$ cat config.mk
export PLATFORM = sky130hd
export DESIGN_NAME = divider_controller_32
export DESIGN_NICKNAME = d
export VERILOG_FILES = /design/src/rtl/div_pkg.sv /design/src/rtl/twos_negate_32.sv /design/src/rtl/divider_controller_32.sv
export SDC_FILE = /design/constraint.sdc
export NUM_CORES = 1
export LEC_CHECK = 0
export CAP_MARGIN = 15
export CORE_UTILIZATION = 54
export CTS_CLUSTER_DIAMETER = 50
export DETAILED_ROUTE_END_ITERATION = 10
export PLACE_DENSITY = 0.86
export SYNTH_ARGS = -nofsm -noshare
export SYNTH_HDL_FRONTEND = slang
export SYNTH_SLANG_ARGS = --single-unit
$ cat constraint.sdc
create_clock -name clk -period 15.1 [get_ports clk]
set_clock_uncertainty 0.05 [all_clocks]
set_input_delay 3.02 -clock clk [delete_from_list [all_inputs] [get_ports clk]]
set_output_delay 3.02 -clock clk [all_outputs]
set_load 0.1 [all_outputs]
$ cat src/rtl/div_pkg.sv
// rtl/div_pkg.sv - shared state encoding and constants for the divider controller
package div_pkg;

    typedef enum logic [1:0] {
        ST_IDLE = 2'd0,
        ST_RUN  = 2'd1,
        ST_FIX  = 2'd2,
        ST_DONE = 2'd3
    } div_state_e;

    localparam int          DIV_LATENCY_DEFAULT = 4;
    localparam logic [31:0] DIV_ZERO_QUOTIENT   = 32'hFFFF_FFFF;

endpackage

$ cat src/rtl/twos_negate_32.sv
// rtl/twos_negate_32.sv - conditional 32-bit two's-complement negate
module twos_negate_32 (
    input  logic        neg_i,
    input  logic [31:0] x_i,
    output logic [31:0] y_o
);

    assign y_o = neg_i ? (~x_i + 32'd1) : x_i;

endmodule

$ cat src/rtl/divider_controller_32.sv
// rtl/divider_controller_32.sv - start/busy/done sequencer with sign fix-up around divider_32
module divider_controller_32
    import div_pkg::*;
#(
    parameter int DIV_LATENCY = DIV_LATENCY_DEFAULT
) (
    input  logic        clk,
    input  logic        rst,
    input  logic        in_start,
    input  logic        in_signed,
    input  logic [31:0] in_dividend,
    input  logic [31:0] in_divisor,
    output logic        out_busy,
    output logic        out_done,
    output logic [31:0] out_quotient,
    output logic [31:0] out_remainder,
    output logic        out_div_by_zero,
    output logic [31:0] out_div_dividend,
    output logic [31:0] out_div_divisor,
    input  logic [31:0] in_div_quotient,
    input  logic [31:0] in_div_remainder
);

    localparam int CNT_W = $clog2(DIV_LATENCY + 1);

    div_state_e       state_q;
    logic [CNT_W-1:0] cnt_q;
    logic [CNT_W-1:0] cnt_d;
    logic             neg_quot_q;
    logic             neg_rem_q;
    logic [31:0]      raw_quot_q;
    logic [31:0]      raw_rem_q;
    logic             busy_q;
    logic             done_q;
    logic             dbz_q;
    logic [31:0]      quot_q;
    logic [31:0]      rem_q;
    logic [31:0]      div_dividend_q;
    logic [31:0]      div_divisor_q;

    logic [31:0]      dividend_mag;
    logic [31:0]      divisor_mag;
    logic [31:0]      quot_fix;
    logic [31:0]      rem_fix;

    // abs(0x80000000) stays 0x80000000, which the divider treats as an unsigned magnitude
    twos_negate_32 u_abs_dividend (
        .neg_i (in_signed & in_dividend[31]),
        .x_i   (in_dividend),
        .y_o   (dividend_mag)
    );

    twos_negate_32 u_abs_divisor (
        .neg_i (in_signed & in_divisor[31]),
        .x_i   (in_divisor),
        .y_o   (divisor_mag)
    );

    twos_negate_32 u_fix_quot (
        .neg_i (neg_quot_q),
        .x_i   (raw_quot_q),
        .y_o   (quot_fix)
    );

    twos_negate_32 u_fix_rem (
        .neg_i (neg_rem_q),
        .x_i   (raw_rem_q),
        .y_o   (rem_fix)
    );

    assign cnt_d = cnt_q + CNT_W'(1);

    always_ff @(posedge clk or posedge rst) begin
        if (rst) begin
            state_q        <= ST_IDLE;
            cnt_q          <= '0;
            neg_quot_q     <= 1'b0;
            neg_rem_q      <= 1'b0;
            raw_quot_q     <= '0;
            raw_rem_q      <= '0;
            busy_q         <= 1'b0;
            done_q         <= 1'b0;
            dbz_q          <= 1'b0;
            quot_q         <= '0;
            rem_q          <= '0;
            div_dividend_q <= '0;
            div_divisor_q  <= '0;
        end else begin
            done_q <= 1'b0;
            case (state_q)
                ST_IDLE: begin
                    if (in_start) begin
                        div_dividend_q <= dividend_mag;
                        div_divisor_q  <= divisor_mag;
                        neg_quot_q     <= in_signed & (in_dividend[31] ^ in_divisor[31]);
                        neg_rem_q      <= in_signed & in_dividend[31];
                        busy_q         <= 1'b1;
                        cnt_q          <= '0;
                        if (in_divisor == '0) begin
                            quot_q  <= DIV_ZERO_QUOTIENT;
                            rem_q   <= in_dividend;
                            dbz_q   <= 1'b1;
                            state_q <= ST_DONE;
                        end else begin
                            state_q <= ST_RUN;
                        end
                    end
                end
                ST_RUN: begin
                    cnt_q <= cnt_d;
                    if (cnt_d == CNT_W'(DIV_LATENCY)) begin
                        raw_quot_q <= in_div_quotient;
                        raw_rem_q  <= in_div_remainder;
                        state_q    <= ST_FIX;
                    end
                end
                ST_FIX: begin
                    quot_q  <= quot_fix;
                    rem_q   <= rem_fix;
                    dbz_q   <= 1'b0;
                    state_q <= ST_DONE;
                end
                ST_DONE: begin
                    done_q  <= 1'b1;
                    busy_q  <= 1'b0;
                    state_q <= ST_IDLE;
                end
                default: state_q <= ST_IDLE;
            endcase
        end
    end

    assign out_busy         = busy_q;
    assign out_done         = done_q;
    assign out_quotient     = quot_q;
    assign out_remainder    = rem_q;
    assign out_div_by_zero  = dbz_q;
    assign out_div_dividend = div_dividend_q;
    assign out_div_divisor  = div_divisor_q;

endmodule

## Word level (Yosys, flattened, before mapping)

Cells that the tools add are included.

- Flip-flop bits (word level): 202
- Bits in latches: 0
- Bits in writable memories: 0
- ROM bits: 0
- Bits of input ports: 132
- Word-level logic and storage cells: 66
- Memories: 0

- Add/subtract/negate cells: 5
- Multiply operators: 0
- Div/mod/pow operators: 0
- $lt $le $gt $ge: 0
- Eq/ne operators: 7
- Shift operators: 0
- Mux-type cells: 22
- Bitwise gates (word level): 8
- Reductions and logical operators: 11

Operators with widths:

| operator | count |
|---|---|
| two-way mux 32 bit | 8 |
| adder 32 x 1 -> 32 bit (second input constant) | 4 |
| inverter 32 bit | 4 |
| case mux 32 bit (2 select lines) | 2 |
| logical NOT 32 bit | 1 |
| AND reduction 2 bit | 5 |
| case mux 2 bit (4 select lines) | 1 |
| two-way mux 2 bit | 3 |
| != test 2 bit (second input constant) | 3 |
| case mux 3 bit (2 select lines) | 1 |
| nonzero test 2 bit | 3 |
| equality test 2 bit (second input constant) | 2 |
| two-way mux 1 bit | 4 |
| case mux 1 bit (2 select lines) | 2 |
| adder 3 x 1 -> 3 bit (second input constant) | 1 |
| bitwise AND 1 bit | 3 |
| equality test 3 bit (second input constant) | 1 |
| two-way mux 3 bit | 1 |
| AND reduction 3 bit | 1 |
| equality test 2 x 1 -> 1 bit (second input constant) | 1 |
| logical NOT 2 bit | 1 |
| XOR 1 bit | 1 |

## Depth between registers and ports, before layout

Gate-level depths: netlist (run 1).

- Depth after elaboration: 4
- Gate-level depth with buffers: 10

## Cells and area by module

A second synthesis (run 1) with hierarchy kept.

- Cell total of the unflattened synthesis: 942
- Area, all modules: 11,676.2 µm²

Modules (own cells, without submodules):

| module | instances | cells an instance | area each (µm²) |
|---|---|---|---|
| divider_controller_32 | 1 | 546 | 8,568.2 |
| twos_negate_32 | 4 | 99 | 777.0 |

## Worst setup path after synthesis (run 1)

Ideal clock, no wire load.

- Path kind: in2reg
- Start point: in in_divisor[0]
- End point: reg rem_q[1], in the netlist out_remainder[1]
- Setup time: 0.128 ns
- Data arrival time: 5.330 ns
- Path slack: 9.592 ns
- Cell stages on the path: 10
- Buffers on the path: 3
- Path through: inv_1 > ha_1 > or4b_1 > or3_1 > buf_2 > or4b_1 > buf_4 > nand2_8 > buf_8 > mux2_1

- Cells in the longest elaborated chain, start to end: 3

Ends and longest elaborated chain:

| what | line | RTL |
|---|---|---|
| start, declared | divider_controller_32.sv:12 | `input logic [31:0] in_divisor,` |
| logical NOT 32 bit | divider_controller_32.sv:99 | `if (in_divisor == '0) begin` |
| != test 2 bit (no line) | n/a |  |
| AND reduction 3 bit (no line) | n/a |  |
| end signal, assigned | divider_controller_32.sv:101 | `rem_q <= in_dividend;` |
| end signal, assigned | divider_controller_32.sv:119 | `rem_q <= rem_fix;` |
| end, declared | divider_controller_32.sv:37 | `logic [31:0] rem_q;` |

Every way passes these cells.
A chain may end at the register's enable or synchronous reset.

## Worst setup path in the final report (run 1)

- Start point: in in_divisor[0]
- End point: reg rem_q[25], in the netlist out_remainder[25]

The elaborated chain is that of the path after synthesis.

==> summary.txt, run 1 <==
Worst setup path
  • CP bufs+invs: 2
  • Critical path capture point type: register
  • Most frequent CP cell: or4b_1
  • CP peak stage delay: between 0.9 and 1 ns
  • Worst EP required: ~15 ns
  • Worst reg2reg endpoint: out_remainder[25]
  • Worst r2r path cells: 7
  • Critical path, cell by cell: clkdlybuf4s50_1 -> inv_1 -> ha_1 -> or4b_1 -> or3_1 -> or4b_1 -> nand2_8 -> mux2_2
  • Startpoint types: primary input
  • Worst Setup Path Type: primary input to register
  • CP Max Fanout: slightly above 50
  • WP data arrival: 6.68 ns
  • Kind of cell adding the most delay to the critical path: simple AND/OR/NAND/NOR gates
  • CP max-delay cell: or4b_1
  • Worst R2R Start: state_q[0]
  • Crit. Startpoint: in_divisor[0]
  • Worst reg-to-reg setup slack: ~11 ns

Drt
  • Via count: around 9800
  • Pre-antenna DRT Iters: 5
  • DRT iter0 DRCs: about 800
  • DRT antenna net count: 0
  • Post-DR wirelength/cell: ~20 um
  • WL final: between 30 and 40 mm
  • DRC: 0
  • Vias per Instance: about 6

Global routing
  • Layer with the highest usage: met2
  • GRT met1 Usage: between 40% and 50%
  • Total track usage: 30.54%
  • Initial antenna violation count: 0
  • M3 GR Usage: around 6.8%
  • Grt total ovfl: 0
  • First-pass GRT wire length: between 40 and 50 mm
  • Largest net degree at the start of global routing: between 100 and 150
  • Met2 usage: 49.22%
  • Number of global-route vias before repair: 9326

STA
  • Setup TNS Final: 0 ns
  • Tcrit/Tclk final: 41.90%
  • Fmax: around 160 MHz
  • Final Hold Vio Count: 0
  • Rel. slew slack: a little under a quarter
  • Final hold slack: roughly 0.42 ns
  • Final setup viols: 0
  • Final worst slack: slightly below 9 ns
  • RSZ-0062 raised after global routing: no
  • Final worst path period need: ~6.3 ns
  • Final Max Tran Viols: 0
  • Slew @ Worst Pin: ~1.1 ns

Placed design
  • Gpl congestion: about 0.91
  • DP HPWL: 22.68 mm
  • Place WS: slightly above 8 ns
  • DP Cell Count: 1560
  • PortBufs: ~260

Run
  • Max-Cap Viols: 0

Synth
  • Syn_area_per_cell: approximately 10 um^2
  • Syn Nets: about 1200
  • Ys async rst share: 100.0%
  • Gate count of the mapped netlist: roughly 1100
  • Mapped Area: about 11000 um^2
  • Synth cell types: slightly above 60
  • Top FF cell, synth: dfrtp_1
  • EDFF count, synth: 0
  • #FFs+latches synth: between 200 and 250
  • Sequential area share after synthesis: 46.27%
  • Yosys warnings: 0

CTS
  • Root Driver: clkbuf_16
  • Sink Count: about 200
  • CTS tree: yes
  • Hold bufs inserted after CTS: 0
  • H-tree depth: 1
  • Cts bufs inserted: 24
  • Post-CTS Setup Bufs: 0
  • Clk Latency, worst-skew pair: between 0.5 and 0.6 ns
  • Resize count post-CTS: 0
  • Clock transition at path regs: around 0.06 ns
  • Max Buffers Root-to-Sink: 3

Pwr
  • Total Power: roughly 3.7 mW
  • Max VDD drop: between 150 and 200 uV
  • Leak Pwr: between 5 and 6 nW
  • Power Density: approximately 260 nW/um^2

Floorplan
  • Core Box Area: roughly 20000 um^2
  • Chip width: around 140 um
  • Starting Density: between 50% and 60%
  • Ports: 263
  • Vert. Die Dim: around 140 um
  • Row count: 51
  • Die area: ~21000 um^2

Finish
  • Fill cell count: ~1400
  • Seq. cell area: 5055 um^2
  • Antenna cell count: 0
  • Multi-input gate area: around 5500 um^2
  • Post-route non-filler standard cell count: between 1500 and 2000
  • Nets: ~1500
  • Layout cells sized above 1: between 10% and 20%
  • Area Growth Syn to Fin: 32.20%

Hold path
  • Hold path depth: 2
  • Hold WC Path Type: register to register
  • Hold Path End: out_div_divisor[31]
  • Hold wc startpoint: out_div_divisor[31]

Outcome
  • Outcome: finished, final reports clean
## cells by family (layout without fill, tap and decap cells)
kind of cell,count (synthesis),in the layout,synth area share (%)
muxes,89,89,9.425
buffers and inverters,97,334,3.722
DFF,202,202,46.27
xor gates and xnor gates,104,104,8.337
AOI/OAI and AO/OA,259,259,15.19
adders and majority gates,10,10,1.145
and+or+nand+nor,341,341,15.92
## power breakdown
group          switching (mW)  internal [mW]  total (mW)
logic                    1.58          0.582        2.16
clock network           0.225          0.360       0.585
registers               0.207          0.764       0.971
## state kept, by name (all words and copies together), names as in the netlist
register	flops
raw_quot_q	32
out_div_dividend	32
out_remainder	32
out_busy	1
cnt_q	3
neg_quot_q	1
raw_rem_q	32
out_div_divisor	32
out_done	1
out_div_by_zero	1
neg_rem_q	1
out_quotient	32
state_q	2
## per-layer routing
layer  part of all wire, %  vias up
met5                     0        -
met4                   3.2        0
met3                    10       86
met2                    47      503
met1                    40     4706
li1                      -     4470
## cells in the final DEF (no fill, tap or decap), drive strengths merged, types with 3 or more instances in the layout
cell and n:
or4 23, mux2i 8, o22a 11, nor2 51, nand3b 3, a21oi 32, inv 23, o2bb2ai 4
a2111oi 3, o2111ai 3, clkbuf 34, o41ai 23, nor2b 4, bufinv 3, o211ai 6, nand2b 9
xnor2 44, a31oi 44, o21ai 91, nor4b 3, nor3 50, dfrtp 202, clkinv 4, a41oi 4
or3 21, nand3 30, o31ai 27, xor2 60, ha 10, or2 6, buf 7, and2 6
nand2 103, clkdlybuf4s50 262, nor4 23, mux2 81, or4b 3
## cells in the mapped netlist, types with 11 or more instances
master	instances	share of area, %
nor2_1	51	1.8
nand3_1	30	1.4
nor3_1	50	2.3
clkbuf_1	61	2.1
o31ai_1	27	1.9
a31oi_1	44	2.5
inv_1	21	0.72
nand2_1	102	3.5
xnor2_1	44	3.5
o41ai_1	23	1.8
xor2_1	60	4.8
nor4_1	23	1.3
a21oi_1	32	1.5
o21ai_0	89	4.1
mux2_2	66	6.8
dfrtp_1	202	46
or3_1	21	1.2
o22a_1	11	0.88
or4_1	21	1.4
## area by class of cell
| type | count | share of cell area (%) |
|---|---|---|
| repair buffers | 269 | 18.57 |
| multi-input cells | 803 | 37.98 |
| flip-flops and latches | 202 | 35.00 |
| clock inverters | 9 | 0.9009 |
| well taps | 265 | 2.296 |
| inverters | 22 | 0.6237 |
| clock buffers | 34 | 4.634 |
## tightest hold or removal path, cell delays in order (launching register included)
cell	delay [ns]
dfrtp_1	0.34
nand2_1	0.05
nand2_1	0.05
## stage by stage
step,utilization [%],cell area (um^2)
floorplan,-,10930
global placement,69.35,13630
detailed placement,69.35,13630
CTS,73.41,14430
global route,73.49,14440
finish,73.49,14440
## how the worst max path moves through the flow
stage                        endpoint  slack (ns)  cells after the start
floorplan                    cnt_q[0]        6.52                      1
global route        out_remainder[25]        8.65                      8
detailed placement  out_remainder[25]        8.29                      8
global placement    out_remainder[25]        8.37                      8
finish              out_remainder[25]        8.77                      8
CTS                 out_remainder[25]        8.79                      8
(Power assumes the default switching activity.)
==> inputs of run 2 (changes only) <==
--- a/config.mk
+++ b/config.mk
@@ -6,10 +6,10 @@
 export NUM_CORES = 1
 export LEC_CHECK = 0
 export CAP_MARGIN = 15
-export CORE_UTILIZATION = 54
+export CORE_UTILIZATION = 51
 export CTS_CLUSTER_DIAMETER = 50
 export DETAILED_ROUTE_END_ITERATION = 10
-export PLACE_DENSITY = 0.86
+export PLACE_DENSITY = 0.82
 export SYNTH_ARGS = -nofsm -noshare
 export SYNTH_HDL_FRONTEND = slang
 export SYNTH_SLANG_ARGS = --single-unit
==> constraint.sdc (replaced) <==
create_clock -name clk -period 6.3 [get_ports clk]
set_clock_uncertainty 0.05 [all_clocks]
set_input_delay 1.26 -clock clk [delete_from_list [all_inputs] [get_ports clk]]
set_output_delay 1.26 -clock clk [all_outputs]
set_load 0.1 [all_outputs]
==> run 2 against run 1 <==
- routed wire length fell by 1.1%
- critical path type unchanged
- power increased by 140%
- largest power group unchanged
- register-to-register slack got worse by 8.8 ns
- highest routed layer unchanged
==> summary.txt, run 2 (synthesized netlist as in run 1, its figures left out) <==
Drt
  • Post-DR wirelength/cell: 19.50 um (-2.0%)
  • Via count: 9627 (-1.4%)
  • Pre-antenna DRT Iters: 6 (+1)
  • DRT antenna net count: 0 (unchanged)
  • DRC: 0 (unchanged)
  • DRT iter0 DRCs: 637 (-22%)
  • Vias per Instance: 5.943 (-2.4%)
  • WL final: 31.59 mm (-1.1%)

Global routing
  • Largest net degree at the start of global routing: 125 (-11%)
  • Initial antenna violation count: 0 (unchanged)
  • Grt total ovfl: 0 (unchanged)
  • Total track usage: 28.84% (-1.7 points)
  • First-pass GRT wire length: 50.01 mm (+1.9%)
  • Number of global-route vias before repair: 9418 (+0.99%)

Floorplan
  • Starting Density: 51.97% (-3.6 points)
  • Die area: 22010 um^2 (+5.8%)
  • Core Box Area: 21020 um^2 (+7.0%)
  • Row count: 53 (+3.9%)
  • Ports: 263 (unchanged)
  • Chip width: 148.4 um (+2.9%)
  • Vert. Die Dim: 148.4 um (+2.9%)

Worst setup path
  • WP data arrival: 4.97 ns (-1.71 ns)
  • CP Max Fanout: 51 (unchanged)
  • Worst reg2reg endpoint: out_quotient[30]
  • Worst reg-to-reg setup slack: 2.53 ns (-8.84 ns)
  • Worst r2r path cells: 8 (+1)
  • Worst EP required: 6.65 ns (-8.80 ns)
  • Critical path capture point type: register
  • Worst Setup Path Type: primary input to register
  • Worst R2R Start: state_q[0]
  • Startpoint types: primary input

Outcome
  • Outcome: finished, final reports clean

STA
  • Final setup viols: 0 (unchanged)
  • Setup TNS Final: 0 ns (unchanged)
  • Fmax: between 200 and 250 MHz
  • Slew @ Worst Pin: 1.116 ns (-0.01712 ns)
  • Rel. slew slack: 25.36% (+1.6 points)
  • RSZ-0062 raised after global routing: no
  • Final Max Tran Viols: 0 (unchanged)
  • Final Hold Vio Count: 0 (unchanged)
  • Final worst path period need: 4.617 ns
  • Tcrit/Tclk final: between 70% and 80%

Hold path
  • Hold wc startpoint: out_div_divisor[31]
  • Hold path depth: 2 (unchanged)
  • Hold WC Path Type: register to register
  • Hold Path End: out_div_divisor[31]

Finish
  • Antenna cell count: 0 (unchanged)
  • Most common cell after layout, fill and taps aside: clkdlybuf4s50_1
  • Area Growth Syn to Fin: 33.46%
  • Nets: 1468 (+0.27%)
  • Fin area: 14580 um^2 (+0.95%)
  • Post-route non-filler standard cell count: 1620 (+1.0%)
  • Commonest non-fill, non-tap cells in the layout: 262 x clkdlybuf4s50_1, 202 x dfrtp_1, 101 x nand2_1, 89 x o21ai_0, 66 x mux2_2
  • Layout cells sized above 1: 10.93% (+0.92 points)
  • Fill cell count: 1609 (+14%)

Pwr
  • Max VDD drop: 469.0 uV (+200%)
  • Power Density: 620.2 nW/um^2 (+140%)
  • Total Power: 9.043 mW (+140%)
  • Leak Pwr: 5.707 nW (+1.1%)

CTS
  • Post-CTS Setup Bufs: 0 (unchanged)
  • Clock transition at path regs: 0.06 ns (about the same)
  • H-tree depth: 1 (unchanged)
  • Clk Latency, worst-skew pair: 0.52 ns (about the same)
  • Root Driver: clkbuf_16
  • Hold bufs inserted after CTS: 0 (unchanged)
  • Max Buffers Root-to-Sink: 3 (unchanged)
  • Cts bufs inserted: 25 (+4.2%)
  • CTS tree: yes
  • Sink Count: 202 (unchanged)
  • Resize count post-CTS: 0 (unchanged)

Placed design
  • DP Cell Count: 1574 (+0.90%)
  • PortBufs: 262 (unchanged)
  • Gpl congestion: 0.9283 (+2.0%)
  • Placement Cell Area: 13670 um^2 (+0.33%)
  • DP HPWL: 22.57 mm (-0.44%)

Run
  • Max-Cap Viols: 0 (unchanged)
-- run 2: worst max-delay path by stage --
stage          slack, ns           endpoint          start
6_report            1.68  out_remainder[25]  in_divisor[0]
5_1_grt             1.60   out_remainder[5]  in_divisor[0]
4_1_cts             1.72   out_remainder[5]  in_divisor[0]
3_5_place_dp        1.17   out_remainder[5]  in_divisor[0]
3_3_place_gp        1.27  out_remainder[25]  in_divisor[0]
2_1_floorplan       2.37           cnt_q[0]            rst
-- run 2: layout make-up --
cell class | instances | area, um^2 | share of cell area, %
well taps | 275 | 344.1 | 2.360
inverters | 22 | 86.33 | 0.5921
multi-input cells | 803 | 5492 | 37.66
clock inverters | 16 | 232.7 | 1.596
flip-flops and latches | 202 | 5055 | 34.67
clock buffers | 30 | 674.4 | 4.625
repair buffers | 272 | 2698 | 18.50
-- run 2: power by group --
part	switching [mW]	leakage, nW	internal [mW]
clock network	0.583	0.447	0.979
registers	0.485	2.37	1.83
logic	3.77	2.89	1.39
total	4.84	5.71	4.20
-- run 2: per-stage QoR --
stage | util, % | hold slack [ns] | setup WS (ns)
floorplan | - | 0.4407 | 2.374
global placement | 65.05 | 0.4084 | 1.269
detailed placement | 65.05 | 0.4136 | 1.171
CTS | 69.36 | 0.4267 | 1.718
global route | 69.36 | 0.4540 | 1.600
finish | 69.36 | 0.4189 | 1.683
-- run 2: critical path: stages --
cell and delay, ns:
clkdlybuf4s50_1 0.49, inv_1 0.13, ha_1 0.21, or4b_1 0.50
or3_1 0.58, or4b_1 0.93, nand2_8 0.46, mux2_2 0.38
-- run 2: metal layers --
layer  wire length, um  vias to the layer above  GRT usage [%]  share of wire (%)
met3              2837                       71          6.319                9.0
met4              1053                        0          10.77                3.3
met1             12960                     4625          38.40                 41
met2             14740                      449          46.17                 47
li1                  -                     4482              -                  -
met5                 0                        -              0                  0
